File: src/rtl/l0_fill_pkg.sv
// Shared types and sizing for the L0 fill controller.
package l0_fill_pkg;

    localparam int unsigned SKID_DEPTH = 4;
    localparam int unsigned SKID_PTR_W = $clog2(SKID_DEPTH);

    typedef enum logic [1:0] {
        StIdle,
        StRead,
        StDrain,
        StFin
    } fill_state_e;

endpackage

File: src/rtl/fill_skid_fifo.sv
// Small synchronous FIFO absorbing SRAM read data while L0 applies backpressure.
module fill_skid_fifo #(
    parameter int unsigned width = 32,
    parameter int unsigned depth = 4
) (
    input  logic                     clk,
    input  logic                     reset,
    input  logic                     push,
    input  logic [width-1:0]         wdata,
    input  logic                     pop,
    output logic [width-1:0]         head,
    output logic                     empty,
    output logic [$clog2(depth):0]   count
);

    localparam int unsigned PW = $clog2(depth);
    localparam int unsigned CW = PW + 1;

    logic [width-1:0] mem_q [depth];
    logic [PW-1:0]    wptr_q;
    logic [PW-1:0]    rptr_q;
    logic [CW-1:0]    count_q;
    logic             do_pop;

    assign empty  = (count_q == '0);
    assign do_pop = pop & ~empty;
    assign head   = mem_q[rptr_q];
    assign count  = count_q;

    always_ff @(posedge clk) begin
        if (reset) begin
            wptr_q  <= '0;
            rptr_q  <= '0;
            count_q <= '0;
        end else begin
            if (push) begin
                wptr_q <= wptr_q + PW'(1);
            end
            if (do_pop) begin
                rptr_q <= rptr_q + PW'(1);
            end
            count_q <= count_q + CW'(push) - CW'(do_pop);
        end
    end

    // Storage needs no reset; reads are gated by empty.
    always_ff @(posedge clk) begin
        if (push) begin
            mem_q[wptr_q] <= wdata;
        end
    end

    // The upstream credit check must make overflow impossible.
    always @(posedge clk) begin
        if (!reset) begin
            assert (!(push && !do_pop && (count_q == CW'(depth))));
        end
    end

endmodule

File: src/rtl/l0_fill_ctrl.sv
// Streams len vectors from the activation SRAM into L0, hiding the SRAM read
// latency and L0 backpressure behind a credit-checked skid FIFO.
module l0_fill_ctrl
    import l0_fill_pkg::*;
#(
    parameter int unsigned row        = 8,
    parameter int unsigned bw         = 4,
    parameter int unsigned addr_w     = 11,
    parameter int unsigned skid_depth = SKID_DEPTH
) (
    input  logic                  clk,
    input  logic                  reset,
    input  logic                  start,
    input  logic [addr_w-1:0]     base_addr,
    input  logic [addr_w:0]       len,
    output logic                  busy,
    output logic                  done,
    output logic                  sram_cen,
    output logic                  sram_wen,
    output logic [addr_w-1:0]     sram_a,
    input  logic [row*bw-1:0]     sram_q,
    output logic                  l0_wr,
    output logic [row*bw-1:0]     l0_in,
    input  logic                  l0_ready
);

    localparam int unsigned DW  = row * bw;
    localparam int unsigned LW  = addr_w + 1;
    localparam int unsigned CW  = $clog2(skid_depth) + 1;
    localparam int unsigned CRW = CW + 2;

    fill_state_e       state_q, state_d;
    logic [LW-1:0]     len_q, len_d;
    logic [LW-1:0]     rd_cnt_q, rd_cnt_d;
    logic [LW-1:0]     wr_cnt_q, wr_cnt_d;
    logic [addr_w-1:0] base_q, base_d;
    logic [addr_w-1:0] sram_a_q, sram_a_d;
    logic              sram_cen_q, sram_cen_d;
    logic              rvalid_q;

    logic              skid_empty;
    logic [DW-1:0]     skid_head;
    logic [CW-1:0]     skid_count;
    logic              read_active;
    logic [CRW-1:0]    credit_sum;
    logic              credit_ok;

    fill_skid_fifo #(
        .width (DW),
        .depth (skid_depth)
    ) u_skid (
        .clk   (clk),
        .reset (reset),
        .push  (rvalid_q),
        .wdata (sram_q),
        .pop   (l0_wr),
        .head  (skid_head),
        .empty (skid_empty),
        .count (skid_count)
    );

    assign busy     = (state_q == StRead) || (state_q == StDrain);
    assign done     = (state_q == StFin);
    assign sram_cen = sram_cen_q;
    assign sram_wen = 1'b1;
    assign sram_a   = sram_a_q;
    assign l0_wr    = ~skid_empty & l0_ready & busy;
    assign l0_in    = skid_empty ? '0 : skid_head;

    // Entries held plus reads still in flight must leave room for one more.
    assign read_active = ~sram_cen_q;
    assign credit_sum  = CRW'(skid_count) + CRW'(read_active) + CRW'(rvalid_q) + CRW'(1);
    assign credit_ok   = (credit_sum <= CRW'(skid_depth));

    always_comb begin
        state_d    = state_q;
        len_d      = len_q;
        base_d     = base_q;
        rd_cnt_d   = rd_cnt_q;
        wr_cnt_d   = wr_cnt_q + LW'(l0_wr);
        sram_cen_d = 1'b1;
        sram_a_d   = sram_a_q;

        case (state_q)
            StIdle: begin
                if (start) begin
                    len_d    = len;
                    base_d   = base_addr;
                    rd_cnt_d = '0;
                    wr_cnt_d = '0;
                    if (len == '0) begin
                        state_d = StFin;
                    end else begin
                        // First read goes out on the accepting edge.
                        sram_cen_d = 1'b0;
                        sram_a_d   = base_addr;
                        rd_cnt_d   = LW'(1);
                        state_d    = (len == LW'(1)) ? StDrain : StRead;
                    end
                end
            end
            StRead: begin
                if ((rd_cnt_q < len_q) && credit_ok) begin
                    sram_cen_d = 1'b0;
                    sram_a_d   = base_q + rd_cnt_q[addr_w-1:0];
                    rd_cnt_d   = rd_cnt_q + LW'(1);
                end
                if (rd_cnt_d == len_q) begin
                    state_d = StDrain;
                end
            end
            StDrain: begin
                if (wr_cnt_d == len_q) begin
                    state_d = StFin;
                end
            end
            StFin: begin
                state_d = StIdle;
            end
            default: begin
                state_d = StIdle;
            end
        endcase
    end

    always_ff @(posedge clk) begin
        if (reset) begin
            state_q    <= StIdle;
            len_q      <= '0;
            base_q     <= '0;
            rd_cnt_q   <= '0;
            wr_cnt_q   <= '0;
            sram_cen_q <= 1'b1;
            sram_a_q   <= '0;
            rvalid_q   <= 1'b0;
        end else begin
            state_q    <= state_d;
            len_q      <= len_d;
            base_q     <= base_d;
            rd_cnt_q   <= rd_cnt_d;
            wr_cnt_q   <= wr_cnt_d;
            sram_cen_q <= sram_cen_d;
            sram_a_q   <= sram_a_d;
            rvalid_q   <= ~sram_cen_q;
        end
    end

endmodule

File: config.mk
export PLATFORM = sky130hd
export DESIGN_NAME = l0_fill_ctrl
export DESIGN_NICKNAME = d
export VERILOG_FILES = /design/src/rtl/l0_fill_pkg.sv /design/src/rtl/fill_skid_fifo.sv /design/src/rtl/l0_fill_ctrl.sv
export SDC_FILE = /design/constraint.sdc
export NUM_CORES = 1
export LEC_CHECK = 0
export CORE_MARGIN = 1.5
export CORE_UTILIZATION = 25
export DETAILED_ROUTE_END_ITERATION = 10
export DONT_BUFFER_PORTS = 1
export MAX_ROUTING_LAYER = met4
export SYNTH_ARGS = -nofsm -noshare
export SYNTH_HDL_FRONTEND = slang
export SYNTH_HIERARCHICAL = 1
export SYNTH_SLANG_ARGS = --single-unit
File: constraint.sdc
create_clock -name clk -period 3.4 [get_ports clk]
set_input_delay 0.51 -clock clk [delete_from_list [all_inputs] [get_ports clk]]
set_output_delay 0.51 -clock clk [all_outputs]
set_load 0.02 [all_outputs]
==> results of run 1 <==
[worst register-to-register path: stages (launching register included)]
cell,delay [ns]
dfxtp_1,0.33
inv_1,0.05
ha_1,0.26
inv_1,0.04
ha_1,0.20
fa_1,0.44
nor2_1,0.12
o22ai_1,0.12
a211oi_4,0.16
buf_4,0.19
o211ai_4,0.13
mux2_4,0.34
a2111oi_4,0.36
and2_1,0.20
o311ai_1,0.10
[Yosys cell counts, drive strengths merged (5+ instances only)]
cell and instances:
nor3 12, clkbuf 21, mux2i 12, edfxtp 128
o21ai 20, dfxtp 71, nand3 15, a211oi 11
a21oi 42, and2 7, nand2 74, nand4 7
xor2 23, inv 32, ha 38, a21o 5
nor2 61, nor4 7, a311oi 10, nor2b 41
xnor2 21, mux4 32, buf 14
[state kept, by name (all words and copies together), names as in the netlist, named ones only]
| register | count |
|---|---|
| u_skid/wptr_q | 2 |
| state_q | 2 |
| len_q | 12 |
| base_q | 11 |
| sram_a | 11 |
| u_skid/count | 3 |
| rd_cnt_q | 12 |
| u_skid/mem_q | 128 |
| wr_cnt_q | 12 |
| u_skid/rptr_q | 2 |
| sram_cen | 1 |
| rvalid_q | 1 |
[timing repair]
| action | CTS | global route |
|---|---|---|
| setup buffers | 1 | 1 |
| resized for setup | 2 | 6 |
| endpoints found under the setup margin | 2 | 2 |
| pin swaps | 0 | 1 |
[area by class of cell]
cell class / count / area (sq um)
Clock buffer: 17 / 425
Clock inverter: 15 / 138
Fill cell: 3901 / 26700
Inverter: 32 / 120
Multi-Input combinational cell: 502 / 3950
Sequential cell: 199 / 5270
Tap cell: 511 / 639
Timing Repair Buffer: 39 / 293
[report_power, final]
| part | internal [W] | switching [W] | leakage (nW) |
|---|---|---|---|
| Sequential | 0.00279 | 0.000223 | 1.74 |
| Combinational | 0.000666 | 0.00115 | 1.70 |
| Clock | 0.000965 | 0.000963 | 0.277 |
| Total | 0.00442 | 0.00233 | 3.72 |
[logic make-up after synthesis]
group | count (synthesis) | share of synthesized area [%]
buffers and inverters | 67 | 3.39
adder cells (fa/ha/maj) | 41 | 5.64
XOR/XNOR | 47 | 4.77
other | 1 | 0.0395
flip-flops | 199 | 55.5
multiplexers | 48 | 9.45
AO/OA/AOI/OAI | 122 | 9.03
AND/OR/NAND/NOR | 243 | 12.2
[per-stage QoR]
| stage | instance area (sq um) | total power, W | setup TNS [ns] | setup slack [ns] |
|---|---|---|---|---|
| final | 10800 | 0.00676 | 0 | 0.248 |
| after global routing | 10800 | 0.00715 | 0 | 0.0329 |
| after detailed placement | 10200 | 0.00486 | -0.0167 | -0.0167 |
| after CTS | 10800 | 0.00681 | 0 | 0.0276 |
| after floorplan | 9490 | 0.00437 | 0 | 0.0564 |
| after global placement | 10200 | 0.00484 | 0 | 0.157 |
[per-layer routing]
layer  vias up  track usage, %
met2       151            18.8
met3        24            3.78
met5         -               -
met4         0            3.28
li1       2879               -
met1      2910            14.0
[worst max path at each step]
| stage | from | endpoint | slack (ns) | depth (start not counted) |
|---|---|---|---|---|
| floorplan | u_skid/count[1]$_SDFF_PP0_ | state_q[0]$_SDFFE_PP0P_ | 0.06 | 13 |
| global placement | rvalid_q$_SDFF_PP0_ | state_q[0]$_SDFFE_PP0P_ | 0.16 | 13 |
| detailed placement | state_q[0]$_SDFFE_PP0P_ | state_q[0]$_SDFFE_PP0P_ | -0.02 | 14 |
| CTS | state_q[0]$_SDFFE_PP0P_ | state_q[0]$_SDFFE_PP0P_ | 0.03 | 14 |
| global route | state_q[0]$_SDFFE_PP0P_ | state_q[0]$_SDFFE_PP0P_ | 0.03 | 14 |
| finish | rvalid_q$_SDFF_PP0_ | state_q[1]$_SDFFE_PP0P_ | 0.25 | 14 |
==> impl_metrics.yaml, run 1 <==
setup_path:
  cp_cell_sequence: "inv_1 -> ha_1 -> inv_1 -> ha_1 -> fa_1 -> nor2_1 -> o22ai_1 -> a211oi_4 -> buf_4 -> o211ai_4 -> mux2_4 -> a2111oi_4 -> and2_1 -> o311ai_1"
  cp.required_ns: 3.72
  critPathBufInv: 3
  start_kind: "flip-flop"
  r2r_cells: 14
  reg2reg_slack_ns: 0.25
  worstSetupPathType: "reg2reg"
  r2r-end: "state_q[1]$_SDFFE_PP0P_"
  path_delay_family: "adder cells"
  worstSetupEndpointType: "flip-flop"
  arrival_ns: 3.47
  crit_slowest_cell: "fa_1"
  worstPathMaxFanout: 8
  worstReg2RegStart: "rvalid_q$_SDFF_PP0_"
  slowest_delay_ns: 0.44
global_routing:
  overflow: 0
  grt_first_pass_wirelength_mm: 34.0
  grt_max_degree: 67
  antenna_found_initial: 0
  grt_pass1_vias: 6029
  grt_usage_pct: 11.7
clock_tree:
  clockRootBuffer: "clkbuf_16"
  clock-sinks: 199
  cts_inserted_buffers: 17
  clk_pin_slew_ns: 0.08
  cts_tree: "done"
  cts_buffer_depth: 2
  htreeDepth: 4
  clkLatencyLatePin_ns: 0.44
  cts_hold_buf: 0
synth:
  synth_area_per_cell_sq_um: 12.4
  ys_top_cells_by_area: "edfxtp_1, dfxtp_1, mux4_2"
  synth.largest_area_cell: "edfxtp_1"
  yosysUniqueCellTypes: 65
  ys_warn_count: 6
  syn_nets: 868
  syn_inst: 768
  ys_ff_latch: 199
  async_reset_ff_share_pct: 0
  synthFlopType: "edfxtp_1"
  synth_top_area_share_pct: 40.5
  synth_edf_count: 128
  synth-seq-area-share_pct: 55.5
  syn_area_sq_um: 9490
detailed_routing:
  wl_met1_mm: 9.71
  route.detailed.drc: 0
  vias: 5964
  wl_met2_mm: 10.2
  ant_nets: 0
  drt-vias-per-instance: 4.54
  wire_per_inst_um: 16.5
  wl_met3_mm: 1.44
  drt_pass1_iterations: 5
  wl_mm: 21.7
  maxUsedRoutingLayer: "met4"
  drt_iter0_drc: 354
placed_design:
  dpl.hpwl_mm: 15.0
  gp_congestion: 0.909
  portBuffers: 0
  dp_cells: 1281
finish:
  diodes: 0
  final-instance-count-excl-fill: 1315
  nNetsFinal: 891
  fin_util_pct: 28.9
  syn2layout_area_growth_pct: 14.1
  final_cell_mix: "edfxtp_1, nand2_1, dfxtp_1"
  drive_gt1_share_pct: 14.8
  final_common_cell: "edfxtp_1"
floorplan:
  core_sq_um: 37500
  io_pins: 107
  die_w_um: 198
  core.rowCount: 71
  dieArea_sq_um: 39100
  initial_core_util_pct: 25.3
  die_h_um: 198
sta:
  holdWs_ns: 0.129
  period_needed_ns: 3.15
  rsz0062_at_grt: "no"
  max_clock_freq_mhz: 317
  worstMarginPinSlew_ns: 1.03
  min_period_over_period_pct: 92.7
  slew_headroom_pct: 31.3
  fin_skew_ns: 0.0162
  setup_viol: 0
  finalMaxSlewViolations: 0
  hold_violations: 0
flow_run:
  drv_cap: 0
worst_hold_path:
  hp-class: "in2reg"
  holdPathStages: 1
  whs_endpoint: "len_q[1]$_SDFFE_PP0P_"
  hold_start: "reset"
outcome:
  status: "finished clean"
power_and_ir_drop:
  power.density_nw_per_um2: 624
  p_leak_nw: 3.72
  ir_worst_vdd_uv: 366
Power figures use the tool's default switching activity.
==> run 2: changes to the inputs <==
--- a/config.mk
+++ b/config.mk
@@ -5,11 +5,14 @@
 export SDC_FILE = /design/constraint.sdc
 export NUM_CORES = 1
 export LEC_CHECK = 0
+export CELL_PAD_IN_SITES_DETAIL_PLACEMENT = 2
+export CELL_PAD_IN_SITES_GLOBAL_PLACEMENT = 2
 export CORE_MARGIN = 1.5
 export CORE_UTILIZATION = 25
 export DETAILED_ROUTE_END_ITERATION = 10
 export DONT_BUFFER_PORTS = 1
 export MAX_ROUTING_LAYER = met4
+export PLACE_DENSITY_LB_ADDON = 0.1
 export SYNTH_ARGS = -nofsm -noshare
 export SYNTH_HDL_FRONTEND = slang
 export SYNTH_HIERARCHICAL = 1
==> run 2 against run 1 <==
  * Clock power grew 7%
  * Combinational power grew 13%
  * Maximum frequency shrank 1.3%
  * Flip-flop and latch count is the same
  * Total power grew 5.5%
  * Worst setup slack lost 0.043 ns
  * Clock skew shrank 0.0045 ns
  * Non-clock buffer count grew 8
  * Clock-buffer cell count is the same
  * Largest power group unchanged
  * Critical endpoint unchanged
==> impl_metrics.yaml, run 2 (synthesized netlist as in run 1, its figures left out) <==
outcome:
  status: "finished clean"
finish:
  drive_gt1_share_pct: 17.1
  largest_reg_flops: 128
  diodes: 0
  fillCellCount: 4072
  multi_input_area_sq_um: 4010
  nNetsFinal: 899
  syn2layout_area_growth_pct: 16.5
  final_common_cell: "edfxtp_1"
  final-instance-count-excl-fill: 1323
  final_cell_mix: "edfxtp_1, nand2_1, dfxtp_1"
  seq_area_sq_um: 5270
  regMostFlops: "u_skid/mem_q"
setup_path:
  cp_cell_sequence: "inv_1 -> ha_1 -> inv_1 -> ha_4 -> fa_2 -> nor2_2 -> o22ai_2 -> a211oi_4 -> buf_12 -> o21a_4 -> buf_6 -> a32oi_2 -> a2111oi_4 -> and2_4 -> o311ai_1"
  reg2reg_slack_ns: 0.21
  slowest_delay_ns: 0.45
  critPathBufInv: 4
  crit_slowest_cell: "a2111oi_4"
  cp.required_ns: 3.73
  worstSetupEndpointType: "flip-flop"
  worst_path_most_repeated_cell: "inv_1"
  arrival_ns: 3.52
  worstSetupPathType: "reg2reg"
  path_delay_family: "compound AO/OA/AOI/OAI gates"
  start_kind: "flip-flop"
  worstPathMaxFanout: 7
floorplan:
  core.rowCount: 71
  io_pins: 107
  die_w_um: 198
  core_sq_um: 37500
  initial_core_util_pct: 25.3
  dieArea_sq_um: 39100
  die_h_um: 198
placed_design:
  dpl.hpwl_mm: 20.2
  dp_cells: 1285
  gp_congestion: 0.793
  portBuffers: 0
detailed_routing:
  wire_per_inst_um: 21.1
  drt-vias-per-instance: 4.66
  ant_nets: 0
  vias: 6169
  wl_mm: 27.9
  drt_pass1_iterations: 4
  drt_iter0_drc: 276
  route.detailed.drc: 0
clock_tree:
  clkLatencyLatePin_ns: 0.46
  clk_pin_slew_ns: 0.08
  clockRootBuffer: "clkbuf_16"
  cts_buffer_depth: 2
  cts_tree: "done"
  cts_inserted_buffers: 17
  htreeDepth: 4
  clock-sinks: 199
global_routing:
  grt_first_pass_wirelength_mm: 42.2
  grt_pass1_vias: 6882
  grt_usage_pct: 15.1
  grt_max_degree: 67
  overflow: 0
  antenna_found_initial: 1
sta:
  finalMaxSlewViolations: 0
  slew_headroom_pct: 41.5
  max_clock_freq_mhz: 313
  worstMarginPinSlew_ns: 0.878
  period_needed_ns: 3.19
  min_period_over_period_pct: 93.9
  fin_skew_ns: 0.0117
  holdWs_ns: 0.120
  hold_violations: 0
  setup_viol: 0
power_and_ir_drop:
  power.density_nw_per_um2: 645
  report.power.total_w: 0.00713
  p_leak_nw: 3.79
  ir_worst_vdd_uv: 393
worst_hold_path:
  hp-class: "in2reg"
flow_run:
  drv_cap: 0
-- run 2: final timing paths --
check | startpoint | to | cells after the start
min | reset | len_q[9]$_SDFFE_PP0P_ | 1
max | rvalid_q$_SDFF_PP0_ | state_q[1]$_SDFFE_PP0P_ | 15
max reg2reg | rvalid_q$_SDFF_PP0_ | state_q[1]$_SDFFE_PP0P_ | 15
min reg2reg | base_q[9]$_SDFFE_PP0P_ | base_q[9]$_SDFFE_PP0P_ | 2
-- run 2: metal layers --
layer	GRT usage [%]	wire length, um	vias to the layer above
met5	-	0	-
met3	3.49	1130	25
li1	-	-	2881
met1	16.1	11300	3183
met4	4.58	391	0
met2	27.7	15000	80
-- run 2: layout make-up --
class	count	area share, %
inverter	32	1.09
tap	511	5.78
clock inverter	15	1.43
clock buffer	17	3.85
sequential	199	47.7
multi-input combinational	502	36.3
timing repair buffer	47	3.90
-- run 2: repair_timing --
| item | CTS | global route |
|---|---|---|
| pin swaps | 1 | 11 |
| gates resized for setup | 2 | 20 |
| hold buffers | 0 | 0 |
| setup endpoints to repair | 3 | 2 |
| setup buffers | 2 | 4 |
-- run 2: stage by stage --
stage          setup slack (ns)  TNS [ns]  util [%]  instance area, sq um
3_3_place_gp              0.147         0      27.5                 10300
4_1_cts                  0.0343         0      29.1                 10900
5_1_grt                -0.00246  -0.00246      29.5                 11100
6_report                  0.206         0      29.5                 11100
3_5_place_dp            -0.0586    -0.141      27.5                 10300
2_1_floorplan            0.0564         0         -                  9490
-- run 2: power by group --
part | switching [W] | leakage (nW) | internal (W) | total [W]
logic | 0.00128 | 1.77 | 0.000759 | 0.00204
clock network | 0.00102 | 0.278 | 0.00104 | 0.00206
registers | 0.000235 | 1.74 | 0.00279 | 0.00303
total | 0.00254 | 3.79 | 0.00459 | 0.00713
==> run 3: changes to the inputs <==
--- a/config.mk
+++ b/config.mk
@@ -7,7 +7,7 @@
 export LEC_CHECK = 0
 export CELL_PAD_IN_SITES_DETAIL_PLACEMENT = 2
 export CELL_PAD_IN_SITES_GLOBAL_PLACEMENT = 2
-export CORE_MARGIN = 1.5
+export CORE_MARGIN = 2
 export CORE_UTILIZATION = 25
 export DETAILED_ROUTE_END_ITERATION = 10
 export DONT_BUFFER_PORTS = 1
==> constraint.sdc (replaced) <==
create_clock -name clk -period 2.6 [get_ports clk]
set_input_delay 0.39 -clock clk [delete_from_list [all_inputs] [get_ports clk]]
set_output_delay 0.39 -clock clk [all_outputs]
set_load 0.02 [all_outputs]
==> run 3 against run 2 <==
  * The flow now finishes with violations (negative setup slack)
  * Via count grew 6.4%
  * Sequential share of layout area is 3.7 points lower
  * Final cell count grew 7.6%
  * Critical path type unchanged
  * Maximum frequency grew 2.5%
  * Largest power group unchanged
  * Combinational power is 62% higher
  * Sequential power rose by 30%
  * Clock-buffer cell count grew 1
  * Global-route usage grew 1.4 points
  * Critical path depth unchanged
  * Wire length grew 9.4%
  * Clock skew grew 0.0034 ns
  * Clock power is 26% higher
==> impl_metrics.yaml, run 3 (synthesized netlist as in run 1, its figures left out) <==
outcome:
  status: "finished with violations"
  violations: "negative setup slack"
floorplan:
  io_pins: 107
  die_h_um: 199
  core.rowCount: 71
  core_sq_um: 37500
  dieArea_sq_um: 39500
  initial_core_util_pct: 25.3
  die_w_um: 199
global_routing:
  antenna_found_initial: 0
  grt_max_degree: 33
  grt_usage_pct: 16.5
  grt_pass1_vias: 7569
  grt_first_pass_wirelength_mm: 46.2
  overflow: 0
finish:
  final_cell_mix: "edfxtp_1, buf_4, nand2_1"
  syn2layout_area_growth_pct: 26.4
  diodes: 0
  final_common_cell: "edfxtp_1"
  regMostFlops: "u_skid/mem_q"
  largest_reg_flops: 128
  nNetsFinal: 999
  drive_gt1_share_pct: 27.7
detailed_routing:
  wire_per_inst_um: 21.4
  vias: 6566
  route.detailed.drc: 0
  ant_nets: 0
  wl_mm: 30.5
  drt_iter0_drc: 178
  drt-vias-per-instance: 4.61
  drt_pass1_iterations: 4
setup_path:
  cp_cell_sequence: "inv_2 -> ha_4 -> inv_2 -> ha_4 -> fa_2 -> xnor2_2 -> o22ai_2 -> a211oi_4 -> buf_4 -> buf_4 -> o2111ai_1 -> a32o_1 -> o221a_2 -> and2_4 -> o311ai_2"
  worstReg2RegStart: "rvalid_q$_SDFF_PP0_"
  cp.required_ns: 2.95
  reg2reg_slack_ns: -0.51
  r2r-end: "state_q[0]$_SDFFE_PP0P_"
  start_kind: "flip-flop"
  crit_slowest_cell: "dfxtp_4"
  worstSetupPathType: "reg2reg"
  r2r_cells: 15
  worstSetupEndpointType: "flip-flop"
  worstPathMaxFanout: 4
  arrival_ns: 3.47
  slowest_delay_ns: 0.35
sta:
  period_needed_ns: 3.11
  hold_violations: 0
  setup_viol: 26
  setup_slack_ns: -0.515
  max_clock_freq_mhz: 321
  finalMaxSlewViolations: 0
  worstMarginPinSlew_ns: 0.609
  slew_headroom_pct: 59.3
  rsz0062_at_grt: "yes"
  min_period_over_period_pct: 120
  fin_skew_ns: 0.0150
  final.setup.tns_ns: -6.14
power_and_ir_drop:
  combPwrFrac_pct: 33.5
  p_leak_nw: 4.30
  power.density_nw_per_um2: 822
  ir_worst_vdd_uv: 513
  clockPowerShare_pct: 26.4
  sw_frac_of_total_pct: 35.5
  p_int_w: 0.00635
  p_switching_w: 0.00350
  seq_power_share_pct: 40.1
clock_tree:
  cts_buffer_depth: 2
  clkLatencyLatePin_ns: 0.45
  clk_pin_slew_ns: 0.08
  clockRootBuffer: "clkbuf_16"
  cts_tree: "done"
  clock-sinks: 199
  htreeDepth: 4
  cts_inserted_buffers: 17
worst_hold_path:
  holdPathStages: 0
  hp-class: "in2reg"
  whs_endpoint: "u_skid/mem_q[0][28]$_DFFE_PP_"
  hold_start: "sram_q[28]"
flow_run:
  drv_cap: 0
placed_design:
  dpl_worst_slack_ns: -0.543
  portBuffers: 0
  dpl.hpwl_mm: 21.1
  gp_congestion: 0.787
## run 3: cell count changes in the layout (fill, tap and decap cells not counted), sizes merged
cell,delta
buf,+87
dlygate4sd3,+13
bufinv,-1
clkbuf,+1
clkinv,+1
inv,-1
## run 3: area by class of cell
type                       count  area (sq um)
multi-input combinational    502          4140
timing repair buffer         147          1250
tap                          511           639
sequential                   199          5270
inverter                      32           120
clock buffer                  18           429
fill                        4039         25500
clock inverter                14           139
## run 3: power by group through the flow
stage,logic (W),registers (W),clock network (W)
2_1_floorplan,0.00185,0.00400,0
3_3_place_gp,0.00302,0.00401,0
3_5_place_dp,0.00312,0.00403,0
4_1_cts,0.00331,0.00396,0.00272
5_1_grt,0.00363,0.00398,0.00280
6_report,0.00330,0.00395,0.00260
## run 3: critical path: cells and delay by family, from the launching register on
kind / cells / cell delay (ns)
buffers and inverters: 4 / 0.37
adder cells (fa/ha/maj): 3 / 0.75
AND/OR/NAND/NOR: 1 / 0.17
XOR/XNOR: 1 / 0.17
AO/OA/AOI/OAI: 6 / 1.19
flip-flops: 1 / 0.35
## run 3: worst max path at each step
stage                             from                       to  depth (start not counted)
2_1_floorplan      rvalid_q$_SDFF_PP0_  state_q[0]$_SDFFE_PP0P_                         14
3_3_place_gp       rvalid_q$_SDFF_PP0_  state_q[0]$_SDFFE_PP0P_                         14
3_5_place_dp   state_q[1]$_SDFFE_PP0P_  state_q[1]$_SDFFE_PP0P_                         15
4_1_cts            rvalid_q$_SDFF_PP0_  state_q[0]$_SDFFE_PP0P_                         15
5_1_grt            rvalid_q$_SDFF_PP0_  state_q[1]$_SDFFE_PP0P_                         15
6_report           rvalid_q$_SDFF_PP0_  state_q[0]$_SDFFE_PP0P_                         15
## run 3: what timing repair did
action                                  4_1_cts  5_1_grt
hold buffers                                 14        0
pin swaps                                    13        9
gates resized for setup                      23       11
endpoints found under the setup margin       27       28
hold endpoints to repair                     35        0
buffers inserted                              4        3
cloned                                        0        0
## run 3: metal layers
layer  vias to the layer above  wire, um  track usage [%]
met5                         -         0                -
met4                         0       726             6.03
met3                        36      1020             3.24
met2                        87     16400             30.1
met1                      3363     12300             17.8
li1                       3080         -                -
## run 3: metrics by stage
stage | cells | power, W | utilization (%) | hold WS (ns) | instance area (sq um)
final | 1423 | 0.00986 | 32.0 | 0.0325 | 12000
after global routing | 1423 | 0.0104 | 32.0 | 0.00386 | 12000
after CTS | 1420 | 0.00999 | 31.8 | 0.000768 | 11900
after detailed placement | 1370 | 0.00715 | 29.5 | 0.453 | 11100
after global placement | 1370 | 0.00703 | 29.5 | 0.445 | 11100
after floorplan | 768 | 0.00585 | - | 0.440 | 9620
